==> src/rtl/display_pkg.sv <==
// Shared types and segment constants for the two-digit seven-segment display path.
// Segment vectors are ordered {g,f,e,d,c,b,a}, active high.
package display_pkg;

    typedef enum logic [1:0] {
        BLANK_U = 2'd0,
        SHOW_U  = 2'd1,
        BLANK_T = 2'd2,
        SHOW_T  = 2'd3
    } state_t;

    localparam logic [6:0] SEG_0    = 7'h3F;
    localparam logic [6:0] SEG_1    = 7'h06;
    localparam logic [6:0] SEG_2    = 7'h5B;
    localparam logic [6:0] SEG_3    = 7'h4F;
    localparam logic [6:0] SEG_4    = 7'h66;
    localparam logic [6:0] SEG_5    = 7'h6D;
    localparam logic [6:0] SEG_6    = 7'h7D;
    localparam logic [6:0] SEG_7    = 7'h07;
    localparam logic [6:0] SEG_8    = 7'h7F;
    localparam logic [6:0] SEG_9    = 7'h6F;
    localparam logic [6:0] SEG_DASH = 7'h40;
    localparam logic [6:0] SEG_OFF  = 7'h00;

endpackage

==> src/rtl/bcd_to_segments.sv <==
// BCD digit to seven-segment pattern, purely combinational (zero latency, no flow control).
// Codes 10..15 show a dash rather than garbage.
module bcd_to_segments
    import display_pkg::*;
(
    input  logic [3:0] bcd,
    output logic [6:0] seg
);

    always_comb begin
        seg = SEG_DASH;
        case (bcd)
            4'd0: seg = SEG_0;
            4'd1: seg = SEG_1;
            4'd2: seg = SEG_2;
            4'd3: seg = SEG_3;
            4'd4: seg = SEG_4;
            4'd5: seg = SEG_5;
            4'd6: seg = SEG_6;
            4'd7: seg = SEG_7;
            4'd8: seg = SEG_8;
            4'd9: seg = SEG_9;
            default: seg = SEG_DASH;
        endcase
    end

endmodule

==> src/rtl/display_mux.sv <==
// Time-multiplexed two-digit display driver; samples commit only at the frame boundary.
// Outputs registered with the state they accompany; load is a strobe and is never stalled.
module display_mux
    import display_pkg::*;
#(
    parameter int REFRESH_CYCLES     = 100,
    parameter int BLANK_CYCLES       = 4,
    parameter bit BLANK_LEADING_ZERO = 1'b1
) (
    input  logic       clk,
    input  logic       reset,
    input  logic       load,
    input  logic [3:0] ten_count,
    input  logic [3:0] unit_count,
    output logic [6:0] segments,
    output logic       digit
);

    localparam int MAX_PHASE = (REFRESH_CYCLES > BLANK_CYCLES) ? REFRESH_CYCLES : BLANK_CYCLES;
    localparam int TW        = (MAX_PHASE > 1) ? $clog2(MAX_PHASE) : 1;
    localparam logic [TW-1:0] R_LAST = TW'(REFRESH_CYCLES - 1);
    localparam logic [TW-1:0] B_LAST = TW'(BLANK_CYCLES - 1);

    state_t        state;
    state_t        state_nx;
    logic [TW-1:0] timer;
    logic [TW-1:0] timer_nx;
    logic          phase_end;
    logic          commit;

    logic [3:0] pend_tens, pend_units;
    logic [3:0] disp_tens, disp_units;
    logic [3:0] pend_tens_nx, pend_units_nx;
    logic [3:0] disp_tens_nx, disp_units_nx;

    logic [3:0] dec_in;
    logic [6:0] dec_out;
    logic [6:0] segments_nx;
    logic       digit_nx;

    always_comb begin
        phase_end = 1'b1;
        state_nx  = BLANK_U;
        case (state)
            BLANK_U: begin
                phase_end = (timer == B_LAST);
                state_nx  = phase_end ? SHOW_U : BLANK_U;
            end
            SHOW_U: begin
                phase_end = (timer == R_LAST);
                state_nx  = phase_end ? BLANK_T : SHOW_U;
            end
            BLANK_T: begin
                phase_end = (timer == B_LAST);
                state_nx  = phase_end ? SHOW_T : BLANK_T;
            end
            SHOW_T: begin
                phase_end = (timer == R_LAST);
                state_nx  = phase_end ? BLANK_U : SHOW_T;
            end
            default: begin
                phase_end = 1'b1;
                state_nx  = BLANK_U;
            end
        endcase
    end

    // Every transition (including recovery from a bad encoding) restarts the timer.
    assign timer_nx = (state_nx != state) ? '0 : timer + 1'b1;

    // A load in the commit cycle lands in pending and flows straight through to disp.
    assign commit        = (state == BLANK_U) && phase_end;
    assign pend_tens_nx  = load ? ten_count  : pend_tens;
    assign pend_units_nx = load ? unit_count : pend_units;
    assign disp_tens_nx  = commit ? pend_tens_nx  : disp_tens;
    assign disp_units_nx = commit ? pend_units_nx : disp_units;

    assign dec_in = (state_nx == SHOW_T) ? disp_tens_nx : disp_units_nx;

    bcd_to_segments u_dec (
        .bcd (dec_in),
        .seg (dec_out)
    );

    always_comb begin
        segments_nx = SEG_OFF;
        case (state_nx)
            SHOW_U:  segments_nx = dec_out;
            SHOW_T:  segments_nx = (BLANK_LEADING_ZERO && (disp_tens_nx == 4'd0)) ? SEG_OFF : dec_out;
            default: segments_nx = SEG_OFF;
        endcase
    end

    assign digit_nx = (state_nx == BLANK_T) || (state_nx == SHOW_T);

    always_ff @(posedge clk) begin
        if (reset) begin
            state      <= BLANK_U;
            timer      <= '0;
            pend_tens  <= 4'd0;
            pend_units <= 4'd0;
            disp_tens  <= 4'd0;
            disp_units <= 4'd0;
            segments   <= SEG_OFF;
            digit      <= 1'b0;
        end else begin
            state      <= state_nx;
            timer      <= timer_nx;
            pend_tens  <= pend_tens_nx;
            pend_units <= pend_units_nx;
            disp_tens  <= disp_tens_nx;
            disp_units <= disp_units_nx;
            segments   <= segments_nx;
            digit      <= digit_nx;
        end
    end

endmodule

==> config.mk <==
export PLATFORM = sky130hd
export DESIGN_NAME = display_mux
export DESIGN_NICKNAME = d
export VERILOG_FILES = /design/src/rtl/display_pkg.sv /design/src/rtl/bcd_to_segments.sv /design/src/rtl/display_mux.sv
export SDC_FILE = /design/constraint.sdc
export NUM_CORES = 1
export LEC_CHECK = 0
export BUFFER_PORTS_ARGS = -buffer_cell sky130_fd_sc_hd__buf_2
export CAP_MARGIN = 30
export CORE_MARGIN = 2
export CORE_UTILIZATION = 56
export DETAILED_ROUTE_END_ITERATION = 6
export GPL_TIMING_DRIVEN = 1
export PLACE_DENSITY = 0.84
export SYNTH_ARGS = -nofsm -noshare
export SYNTH_HDL_FRONTEND = slang
export SYNTH_SLANG_ARGS = --single-unit
==> constraint.sdc <==
create_clock -name clk -period 3.41 [get_ports clk]
set_input_delay 1.023 -clock clk [delete_from_list [all_inputs] [get_ports clk]]
set_output_delay 1.023 -clock clk [all_outputs]
set_load 0.01 [all_outputs]
==> metrics.md <==
| Metric | Value |
|---|---|
| First-pass GRT wire length | 4750 um |
| Min-delay src | timer[0] |
| Internal | 0.578 mW |
| Simple-gate portion of the synthesized area | 18.3% |
| Seq pwr share | 51.9% |
| Post-CTS Repair Setup Buffers | 0 |
| Fmax | 0.347 GHz |
| Clk buf depth | 2 |
| Inserted Diodes | 0 |
| CTS tree | yes |
| Sw frac | 29.0% |
| Post-synthesis mux area share | 12.3% |
| Max Slew Vio Count | 0 |
| Routed via count | 1095 |
| Worst Hold Class | register to register |
| Warnings from Yosys | 0 |
| Crit path max-delay cell type | nor4b_4 |
| Synth Area in Adders | 5.94% |
| Post-Synthesis Cells | 151 |
| Rows | 18 |
| Worst setup SP type | register |
| First-pass DRT Iterations | 4 |
| Final setup TNS | 0 ps |
| Peak supply drop | 0.000402 V |
| Mean Syn Cell Area | 9.76 um2 |
| Vias per inst | 5.39 |
| IO Port Bufs | 18 |
| Critical Path Fanout Max | 9 |
| Multi-input logic area | 779 um2 |
| HPWL Detailed | 2060 um |
| DRC Markers | 0 |
| Post-Syn Area | 1470 um2 |
| Cts repair resizes | 0 |
| Root Buffer | clkbuf_4 |
| Cell Pwr Density | 495 nW/um2 |
| Critical path type | register to register |
| Pin count of the biggest net entering global routing | 21 |
| TritonCTS Sinks | 32 |
| Die X | 55.3 um |
| Final setup fails | 0 |
| Aggregate global-route resource usage | 19.7% |
| CP max stage delay | 400 ps |
| Final hold violations | 0 |
| Setup crit start | timer[0] |
| Core area | 2480 um2 |
| Comb pwr share | 21.3% |
| Worst path required time | 3680 ps |
| Actual slew at the worst max-slew pin | 551 ps |
| Crit path top cell by count | ha_1 |
| Worst Clk Skew | 7.96 ps |
| Leak | 0.728 nW |
| Psw | 0.236 mW |
| Crit. End Element | register |
| Share of post-route cells with drive strength above 1 | 19.7% |
| Compound-Gate Fraction of Synth Area | 12.7% |
| RSZ-0062 raised after global routing | no |
| Register-to-register setup slack | 530 ps |
| H-Tree Depth | 2 |
| CTS buffer count | 5 |
| Sequential area share after synthesis | 43.5% |
| Top cells by area, synth | dfxtp_1 (43%), mux2i_1 (7.5%), nor2_1 (6.4%) |
| Area Overhead vs Synth | 11.7% |
| Most area-hungry cell type in the Yosys netlist | dfxtp_1 |
| I/O Pins | 19 |
| CP cell instances | ha_1 > nor4b_4 > mux2_4 > o21ai_4 > mux2i_4 > inv_1 > ha_1 > mux2_1 > a21oi_1 |
| Post-Synth XOR/XNOR Area | 3.57% |
| Sequential Area | 641 um2 |
| Routed wire per std cell | 13.3 um |
| Number of flops mapped to enable cells by yosys | 0 |
| Arrival time worst endpoint | 3150 ps |
| Gr ovfl total | 0 |
| Top-area cell type share of the netlist area | 43.5% |
| Initial core utilization | 59.5% |
| Worst reg2reg path startpoint | timer[0] |
| Die H | 55.3 um |
| Status | complete, no violations |
| #FFs+latches synth | 32 |
| Top_reg_cell synth | dfxtp_1 |
| Most frequent cells in the layout | dfxtp_1 (32), nor2_1 (25), buf_2 (18) |
| Syn Nets | 169 |
| Slew margin rel. | 63.0% |
| Main combinational cell family by area after synthesis | simple AND/OR/NAND/NOR gates |
| Iteration-0 DRC Markers | 22 |
| Cts hold-fix bufs | 0 |
| Clock transition at path regs | 90 ps |
| Share of flip-flops with an asynchronous set or reset | 0% |
| Die area | 3060 um2 |
| Proportion of power drawn by the clock network | 26.9% |
| Routability cong. | 0.737 |
| # fillers | 216 |
| Max cap viols | 0 |
| Insertion delay to the later sink of the worst-skew pair | 340 ps |
| Initial antenna violation count | 0 |
| Commonest non-fill, non-tap cell in the layout | dfxtp_1 |
| Final nets | 190 |
| Distinct cells, synth | 36 |
| Final period utilization | 84.5% |
| Antenna-violating nets left | 0 |
| Final core utilization | 66.5% |
| Post-Route WL | 2690 um |
| Number of global-route vias before repair | 1155 |
| Final period demand of the worst path | 2880 ps |
==> flip-flops by register name, summed over array words and instances, names as in the netlist <==
register	count
disp_units	4
disp_tens	4
timer	7
pend_tens	4
segments	7
digit	1
pend_units	4
state	1
==> synth_stat cells, types with 2 or more instances <==
master	instances
mux2i_4	2
nand3_1	2
a21oi_1	9
nor3_1	2
nor2b_1	4
nand2b_1	2
nand2_1	6
inv_1	8
a211oi_1	4
o32ai_1	3
mux2i_1	11
o21ai_0	3
and3_1	4
ha_1	7
clkbuf_1	3
dfxtp_1	32
xnor2_1	6
nor2_1	25
==> power by group through the flow <==
| stage | logic, mW | clock network, mW | registers [mW] |
|---|---|---|---|
| final | 0.173 | 0.219 | 0.422 |
| after global routing | 0.194 | 0.245 | 0.427 |
| after CTS | 0.174 | 0.226 | 0.422 |
| after detailed placement | 0.172 | 0 | 0.431 |
| after global placement | 0.165 | 0 | 0.429 |
| after floorplan | 0.119 | 0 | 0.437 |
==> critical path: cells and delay by family, from the launching register on <==
kind                     cells  cell delay, ps
multiplexers                 3            1070
adder cells (fa/ha/maj)      2             450
AND/OR/NAND/NOR              1             400
AO/OA/AOI/OAI                2             390
flip-flops                   1             370
buffers and inverters        1             140
==> path summary, 6_finish.rpt <==
kind	to	cells past startpoint
worst max-delay path	segments[6]	9
worst min register to register	timer[0]	1
worst max register to register	segments[6]	9
worst min-delay path	timer[0]	1
==> through the flow <==
step                      total power [mW]  hold WS [ps]  std cells  setup slack (ps)  cell area [um2]
after detailed placement             0.603           442        195               577             1590
after global routing                 0.866           482        203               367             1650
after CTS                            0.822           461        203               542             1650
final                                0.814           466        203               528             1650
after global placement               0.594           422        195               718             1590
after floorplan                      0.557           413        151               817             1470
==> per-layer routing <==
| metal | wire length [um] | vias up | GRT usage [%] |
|---|---|---|---|
| met1 | 1160 | 513 | 21.2 |
| met2 | 1380 | 14 | 33.7 |
| met3 | 75 | 8 | 6.09 |
| met4 | 74 | 0 | 11.8 |
| li1 | - | 560 | - |
| met5 | 0 | - | 0 |
==> final cells by class <==
cell class	count	share of cell area (%)
clock buffers	6	3.12
clock inverters	2	0.608
inverters	8	1.82
multi-input cells	106	47.3
flip-flops and latches	32	38.9
well taps	30	2.28
repair buffers	19	5.93
==> cells by family (layout without fill, tap and decap cells) <==
logic type | after synthesis | in the layout
and+or+nand+nor | 52 | 52
DFF | 32 | 32
AOI/OAI and AO/OA | 26 | 26
muxes | 15 | 15
buffers and inverters | 13 | 35
adders and majority gates | 7 | 7
xor gates and xnor gates | 6 | 6
Note: power is estimated with default switching activity, not from simulation.
